**src/rtl/pc_src_unit.sv**
```systemverilog
// Registered fetch-PC source: sequential step, N-way redirect, stall hold,
// stall-time redirect buffering and misaligned-target fault handling.
module pc_src_unit #(
    parameter int              XLEN       = 32,
    parameter int              NUM_SRC    = 4,
    parameter int              SEL_W      = 2,
    parameter int              STEP       = 4,
    parameter logic [XLEN-1:0] RESET_PC   = 32'h0000_0000,
    parameter logic [XLEN-1:0] TRAP_PC    = 32'h0000_0100,
    parameter int              ALIGN_BITS = 2
) (
    input  logic                    clk_i,
    input  logic                    rst_i,
    input  logic                    stall_i,
    input  logic                    redirect_valid_i,
    input  logic [SEL_W-1:0]        redirect_sel_i,
    input  logic [NUM_SRC*XLEN-1:0] redirect_targets_i,
    input  logic                    fault_clr_i,
    output logic [XLEN-1:0]         pc_o,
    output logic                    pc_valid_o,
    output logic                    redirect_pending_o,
    output logic                    sel_err_o,
    output logic                    misalign_o,
    output logic [XLEN-1:0]         misalign_addr_o
);

    typedef enum logic [1:0] {
        ST_BOOT  = 2'd0,
        ST_RUN   = 2'd1,
        ST_PEND  = 2'd2,
        ST_FAULT = 2'd3
    } state_t;

    state_t            state_r, state_nxt_s;
    logic [XLEN-1:0]   pc_r, pc_nxt_s;
    logic              pc_valid_r, pc_valid_nxt_s;
    logic              pend_r, pend_nxt_s;
    logic [XLEN-1:0]   pend_tgt_r, pend_tgt_nxt_s;
    logic              sel_err_r, sel_err_nxt_s;
    logic              misalign_r, misalign_nxt_s;
    logic [XLEN-1:0]   maddr_r, maddr_nxt_s;

    logic [XLEN-1:0]   tgt_s;
    logic              sel_ok_s;
    logic              bad_sel_s;
    logic              mis_s;
    logic              aligned_s;

    function automatic logic is_misaligned(input logic [XLEN-1:0] addr);
        return (addr[ALIGN_BITS-1:0] != {ALIGN_BITS{1'b0}});
    endfunction

    // Select the addressed redirect target and classify the request.
    always_comb begin
        tgt_s = {XLEN{1'b0}};
        for (int k = 0; k < NUM_SRC; k++) begin
            tgt_s = (redirect_sel_i == SEL_W'(k)) ? redirect_targets_i[k*XLEN +: XLEN] : tgt_s;
        end
        sel_ok_s  = (32'(redirect_sel_i) < 32'(NUM_SRC));
        bad_sel_s = redirect_valid_i & ~sel_ok_s;
        mis_s     = redirect_valid_i & sel_ok_s & is_misaligned(tgt_s);
        aligned_s = redirect_valid_i & sel_ok_s & ~is_misaligned(tgt_s);
    end

    // Next-state and next-output computation for the PC sequencer.
    always_comb begin
        state_nxt_s    = state_r;
        pc_nxt_s       = pc_r;
        pc_valid_nxt_s = pc_valid_r;
        pend_nxt_s     = pend_r;
        pend_tgt_nxt_s = pend_tgt_r;
        sel_err_nxt_s  = 1'b0;
        misalign_nxt_s = misalign_r;
        maddr_nxt_s    = maddr_r;
        case (state_r)
            ST_BOOT: begin
                state_nxt_s    = ST_RUN;
                pc_nxt_s       = RESET_PC;
                pc_valid_nxt_s = 1'b1;
            end
            ST_RUN: begin
                sel_err_nxt_s = bad_sel_s;
                if (mis_s) begin
                    state_nxt_s    = ST_FAULT;
                    misalign_nxt_s = 1'b1;
                    maddr_nxt_s    = tgt_s;
                    pc_valid_nxt_s = 1'b0;
                end else if (aligned_s && !stall_i) begin
                    pc_nxt_s = tgt_s;
                end else if (aligned_s) begin
                    pend_tgt_nxt_s = tgt_s;
                    pend_nxt_s     = 1'b1;
                    state_nxt_s    = ST_PEND;
                end else if (!stall_i) begin
                    pc_nxt_s = pc_r + XLEN'(STEP);
                end else begin
                    pc_nxt_s = pc_r;
                end
            end
            ST_PEND: begin
                sel_err_nxt_s = bad_sel_s;
                if (mis_s) begin
                    state_nxt_s    = ST_FAULT;
                    misalign_nxt_s = 1'b1;
                    maddr_nxt_s    = tgt_s;
                    pc_valid_nxt_s = 1'b0;
                    pend_nxt_s     = 1'b0;
                end else if (!stall_i) begin
                    // Latest redirect wins over the buffered one; never stepped.
                    pc_nxt_s    = aligned_s ? tgt_s : pend_tgt_r;
                    pend_nxt_s  = 1'b0;
                    state_nxt_s = ST_RUN;
                end else if (aligned_s) begin
                    pend_tgt_nxt_s = tgt_s;
                end else begin
                    pend_tgt_nxt_s = pend_tgt_r;
                end
            end
            ST_FAULT: begin
                if (fault_clr_i) begin
                    pc_nxt_s       = TRAP_PC;
                    misalign_nxt_s = 1'b0;
                    pc_valid_nxt_s = 1'b1;
                    state_nxt_s    = ST_RUN;
                end else begin
                    state_nxt_s = ST_FAULT;
                end
            end
            default: begin
                state_nxt_s = ST_BOOT;
            end
        endcase
    end

    // State and output registers with synchronous reset.
    always_ff @(posedge clk_i) begin
        if (rst_i) begin
            state_r    <= ST_BOOT;
            pc_r       <= RESET_PC;
            pc_valid_r <= 1'b0;
            pend_r     <= 1'b0;
            pend_tgt_r <= {XLEN{1'b0}};
            sel_err_r  <= 1'b0;
            misalign_r <= 1'b0;
            maddr_r    <= {XLEN{1'b0}};
        end else begin
            state_r    <= state_nxt_s;
            pc_r       <= pc_nxt_s;
            pc_valid_r <= pc_valid_nxt_s;
            pend_r     <= pend_nxt_s;
            pend_tgt_r <= pend_tgt_nxt_s;
            sel_err_r  <= sel_err_nxt_s;
            misalign_r <= misalign_nxt_s;
            maddr_r    <= maddr_nxt_s;
        end
    end

    assign pc_o               = pc_r;
    assign pc_valid_o         = pc_valid_r;
    assign redirect_pending_o = pend_r;
    assign sel_err_o          = sel_err_r;
    assign misalign_o         = misalign_r;
    assign misalign_addr_o    = maddr_r;

endmodule

```
**config.mk**
```make
export PLATFORM = sky130hd
export DESIGN_NAME = pc_src_unit
export DESIGN_NICKNAME = d
export VERILOG_FILES = /design/src/rtl/pc_src_unit.sv
export SDC_FILE = /design/constraint.sdc
export NUM_CORES = 1
export LEC_CHECK = 0
export CAP_MARGIN = 30
export CORE_MARGIN = 2
export CORE_UTILIZATION = 47
export DETAILED_ROUTE_END_ITERATION = 8
export PLACE_DENSITY = 0.82
export SYNTH_ARGS = -nofsm -noshare
export SYNTH_HDL_FRONTEND = slang
export SYNTH_SLANG_ARGS = --single-unit
export TNS_END_PERCENT = 1
```
**constraint.sdc**
```tcl
create_clock -name clk_i -period 3.7 [get_ports clk_i]
set_clock_uncertainty 0.05 [all_clocks]
set_input_delay 0.74 -clock clk_i [delete_from_list [all_inputs] [get_ports clk_i]]
set_output_delay 0.74 -clock clk_i [all_outputs]
set_load 0.03 [all_outputs]
```
==> results_dict.tcl <==
set metrics [dict create \
    ant_nets 0 \
    ir_drop_uv 290.7 \
    p_leak_nw 2.846 \
    syn-num-nets 865 \
    crit_arrival_ns 3.17 \
    cp_data_required_time_ns 3.92 \
    cts_tree "done" \
    maxCapViolCount 0 \
    hold_buffers 0 \
    drc_errors 0 \
    slew-limit-headroom 0.4588 \
    reg2reg_to "pc_o[20]" \
    clock_tree.root_cell "clkbuf_16" \
    yosysWarnings 0 \
    synth_area_leaders "dfxtp_1, mux4_2, nand2_1" \
    holdPathStages 2 \
    ff2ff_setup_slack_ns 1.17 \
    grt_max_degree 58 \
    instances_no_fill 1079 \
    num_rows 41 \
    wire_per_inst_um 18.93 \
    core_sq_um 12570 \
    synth_cell_types 64 \
    first_iter_violations 470 \
    fin_ws_ns 0.7569 \
    cts.sinks 101 \
    async_reset_ff_frac 0 \
    placedCellCount 1063 \
    postSynthAreaPerCell_sq_um 8.303 \
    syn2layout_area_growth_pct 39.47 \
    hpwlAfterDp_um 15560 \
    min_from "pend_tgt_r[5]" \
    status "complete, no violations" \
    power-per-cell-area_nw_per_um2 459.8 \
    final_cell_area_sq_um 8396 \
    post-cts-setup-buffer-count 0 \
    setup_tns_ns 0 \
    die_y_um 117.2 \
    grt_pass1_wl_um 31860 \
    io_pins 203 \
    drt_wl_total_um 20420 \
    syn-cell-area_sq_um 6020 \
    synth_edf_count 0 \
    setup_viol 0 \
    clock_latency_ns 0.34 \
    firstDrtPassIters 5 \
    grt_pass1_vias 6170 \
    report.final.hold_viol_count 0 \
    post_cts_resized 0 \
    start_kind "input pin" \
    clkTransAtPathRegs_ns 0.07 \
    report.final.slew_viol_count 0 \
    syn_inst 725 \
    ys_ff_latch 101 \
    port_buffers 201 \
    reg2reg_depth 8 \
    end_kind "register" \
    gr-usage-all-layers 0.3006 \
    synth_area_leader_cell "dfxtp_1" \
    clock_path_buffers 2 \
    fin_crit_sh 0.7954 \
    num-fill-cells 1031 \
    synth_top_area_share 0.3359 \
    start_util 0.4789 \
    dieArea_sq_um 13730 \
    place_ws_ns 0.4520 \
    fin_nets 1042 \
    gp_congestion 0.8809 \
    synth-seq-area-share 0.3359 \
    h-tree-depth 3 \
    crit-reg2reg-launch "state_r[0]" \
    min_period_ns 2.943 \
    drive_gt1_frac 0.09372 \
    vias 6357 \
    worst_pin_slew_ns 0.8033 \
    min_to "pend_tgt_r[5]" \
    viasPerCell 5.892 \
    hp-class "register to register" \
    synth_top_flop_cell "dfxtp_1" \
    rsz0062_at_grt "no" \
    grt_overflow 0 \
    place_area_sq_um 8117 \
    fp.dieW_um 117.2 \
    total_power_w 0.003860 \
    crit_type "input pin to register" \
    cts_buffers 9 \
    antenna_found_initial 1 \
    n_antenna_cell 0 \
    fmax_mhz 339.8 \
    critPathMaxFanout 21 \
]
## per-stage QoR
stage,utilization,hold slack [ns]
global route,0.6680,0.4187
floorplan,-,0.3817
finish,0.6680,0.4032
detailed placement,0.6458,0.3937
global placement,0.6452,0.3886
CTS,0.6680,0.4034
## registers in the layout, indices dropped and copies added, names as in the netlist
| name | cells |
|---|---|
| pend_tgt_r | 32 |
| pc_o | 32 |
| state_r | 2 |
| misalign_addr_o | 32 |
| pc_valid_o | 1 |
| redirect_pending_o | 1 |
| misalign_o | 1 |
## metal layers
metal	track usage	part of all wire	up-vias	routed length [um]
met2	0.4820	0.47	350	9510
met1	0.3911	0.41	2968	8288
li1	-	-	2980	-
met5	0	0	-	0
met3	0.07467	0.095	59	1946
met4	0.1192	0.033	0	676
## power by group
group	switching, W	total (W)	internal (W)
Combinational	0.00100	0.00165	0.000650
Clock	0.000424	0.000904	0.000479
Sequential	0.0000877	0.00130	0.00122
Total	0.00152	0.00386	0.00234
## critical path, cell delays in order
cell and delay [ns]:
clkdlybuf4s50_1 0.60, mux4_2 0.32, o21a_1 0.27, and2_1 0.69, buf_4 0.32, nand2_1 0.08, a21oi_1 0.12
## worst max-delay path by stage
stage	from	end	slack, ns	cells after the start
3_5_place_dp	redirect_targets_i[32]	pc_o[5]	0.45	8
6_report	redirect_sel_i[1]	misalign_addr_o[12]	0.76	7
4_1_cts	redirect_sel_i[1]	misalign_addr_o[12]	0.80	7
2_1_floorplan	redirect_sel_i[0]	pc_o[20]	0.89	8
3_3_place_gp	redirect_targets_i[33]	pc_o[5]	0.48	8
5_1_grt	redirect_sel_i[1]	misalign_addr_o[18]	0.63	7
## synth_stat cells (3+ instances only)
master     instances
nor2_1            30
mux2_1            17
o221ai_1           5
nand2b_1           5
dfxtp_1          101
a22oi_1            3
o21ai_0           11
buf_4              3
or2_2              3
a22o_1             6
a21o_1             3
clkbuf_1          33
a32oi_1            4
mux2i_1            4
buf_1              3
nor4_1             4
mux2_2             3
and3_1             5
o21a_1             3
nor3_1             8
a221oi_1           6
nand2_1          171
or3_1              6
buf_6              6
o32ai_1            6
o21ai_1           19
mux4_2            32
buf_2             12
nand3_1           12
and2_1             5
nor2b_1            4
xnor2_1            8
nand4_1           15
a31oi_1            7
inv_1             18
o2bb2ai_1          7
a21oi_1           92
a211oi_1           6
ha_1               5
## cells by family (layout without fill, tap and decap cells)
logic type	count (synthesis)	after routing	share of synthesized area
mux	58	58	0.1688
flops	101	101	0.3359
fa+ha+maj	5	5	0.01039
xor+xnor	8	8	0.01164
compound gates	198	198	0.2068
simple gates	279	279	0.2072
buf+inv	75	257	0.05861
other cells	1	1	0.0006230
## final cells by class
cell class | instances | area (sq um) | share of cell area
Clock buffer | 12 | 246.5 | 0.02936
Clock inverter | 4 | 32.53 | 0.003875
Inverter | 18 | 67.56 | 0.008048
Multi-Input combinational cell | 549 | 3645 | 0.4341
Sequential cell | 101 | 2022 | 0.2408
Tap cell | 172 | 215.2 | 0.02563
Timing Repair Buffer | 223 | 2167 | 0.2581
## layout by cell type (no fill, tap or decap), types with 9 or more instances in the layout
| cell type | instances |
|---|---|
| buf_4 | 22 |
| clkdlybuf4s50_1 | 199 |
| a21oi_1 | 92 |
| mux2_1 | 17 |
| o21ai_1 | 19 |
| nand2_1 | 171 |
| clkbuf_16 | 9 |
| mux4_2 | 32 |
| o21ai_0 | 11 |
| nand4_1 | 15 |
| nand3_1 | 12 |
| inv_1 | 18 |
| nor2_1 | 30 |
| dfxtp_1 | 101 |
Power figures use the tool's default switching activity.
==> patch (config.mk and constraints unchanged) <==
Re-encode `state_t` (4 states) as one-hot, 4 bits wide.
--- a/src/rtl/pc_src_unit.sv
+++ b/src/rtl/pc_src_unit.sv
@@ -25,9 +25,9 @@
 );
 
-    typedef enum logic [1:0] {
-        ST_BOOT  = 2'd0,
-        ST_RUN   = 2'd1,
-        ST_PEND  = 2'd2,
-        ST_FAULT = 2'd3
+    typedef enum logic [3:0] {
+        ST_BOOT  = 4'b0001,
+        ST_RUN   = 4'b0010,
+        ST_PEND  = 4'b0100,
+        ST_FAULT = 4'b1000
     } state_t;
 
Function: no difference found for any inputs over 4 cycles, from zero or initial values and one cycle with rst_i high; so few cycles prove little.
==> patch against the original RTL <==
Area after synthesis decreased by 2.2%. Setup slack got worse by 0.22 ns. Via count increased by 0.38%. Utilization increased by 2.2 points. Sequential share of layout area increased by 0.61 points. Sequential cell count increased by 2. Highest routed layer unchanged. Routed wire length increased by 5.9%. Design area decreased by 0.52%.
Power is not compared: it rests on default switching activity, and its combinational part moved more than twofold at a synthesized area within 25%.
==> patch: results (changes against the original RTL) <==
| Metric | Value |
|---|---|
| Initial DRC Count | `677 (was 470)` |
| Wl on met1 | `8870 um (was 8290 um)` |
| Synth Area per Inst | `8.56 um2 (was 8.30 um2)` |
| Outcome | `complete, no violations (unchanged)` |
| Grt met2 use | `51.7% (was 48.2%)` |
| Routability cong. | `0.961 (was 0.881)` |
| Crit Reg-Reg Endpoint | `pc_o[12]$_SDFFE_PP0P_ (was pc_o[20]$_SDFFE_PP0P_)` |
| Flop-to-flop setup slack | `0.79 ns (was 1.17 ns)` |
| CP arrival | `3.41 ns (was 3.17 ns)` |
| Vias in the first global route | `6156 (was 6170)` |
| First-pass GRT wire length | `33300 um (was 31900 um)` |
| Sequential-to-total area share from yosys stat | `35.0% (was 33.6%)` |
| DR WL met2 | `10100 um (was 9510 um)` |
| Share of cells above drive strength 1 | `10.4% (was 9.37%)` |
| Area of placed instances | `8060 um2 (was 8120 um2)` |
| Met1 Use GR | `43.2% (was 39.1%)` |
| Crit-path max cell delay | `0.66 ns (was 0.69 ns)` |
| Fin crit period | `3.16 ns (was 2.94 ns)` |
| Tot Pwr | `2.90 mW` |
| CP startpoint | `redirect_targets_i[65] (was redirect_sel_i[1])` |
| Critical path's top delay family | `compound AO/OA/AOI/OAI gates (was buffers and inverters)` |
| Met3 Track Usage GR | `8.42% (was 7.47%)` |
| Post-Syn Nets | `824 (was 865)` |
| DP Wirelength | `16000 um (was 15600 um)` |
| Slowest stage cell on the critical path | `or4_4 (was and2_1)` |
| DR vias | `6381 (was 6357)` |
| Largest net degree at the start of global routing | `74 (was 58)` |
| Wire length per cell | `20.8 um (was 18.9 um)` |
| Commonest cells in the netlist | `150 x nand2_1, 103 x dfxtp_1, 72 x a21oi_1 (was 171 x nand2_1, 101 x dfxtp_1, 92 x a21oi_1)` |
| Fin cells | `1042 (was 1079)` |
| Antenna violations before repair | `0 (was 1)` |
| Pre-CTS setup slack | `0.317 ns (was 0.452 ns)` |
| Top cells by area, synth | `dfxtp_1 35%, mux4_2 12%, nand2_1 9.6% (was dfxtp_1 34%, mux4_2 12%, nand2_1 11%)` |
| Worst-path fanout max | `11 (was 21)` |
## patch: layout make-up
type | count | area [um2]
clock buffers | 13 | 250
well taps | 168 | 210
inverters | 5 | 18.8
multi-input cells | 524 | 3570
repair buffers | 226 | 2200
fillers | 960 | 3760
flip-flops and latches | 103 | 2060
clock inverters | 3 | 42.5
## patch: cell families (layout without fill, tap and decap cells)
| kind of cell | after synthesis | after routing | synth area share [%] |
|---|---|---|---|
| and+or+nand+nor | 285 | 285 | 23.0 |
| AOI/OAI and AO/OA | 170 | 170 | 19.2 |
| xor gates and xnor gates | 13 | 13 | 1.93 |
| other | 1 | 1 | 0.0637 |
| adders and majority gates | 1 | 1 | 0.213 |
| DFF | 103 | 103 | 35.0 |
| muxes | 54 | 54 | 16.1 |
| buffers and inverters | 61 | 247 | 4.48 |
## patch: worst reg2reg max path, delay by kind of cell (launching register included)
family | cells | cell delay [ns]
buffers and inverters | 2 | 0.55
DFF | 1 | 0.65
AOI/OAI and AO/OA | 3 | 0.52
and+or+nand+nor | 3 | 1.09
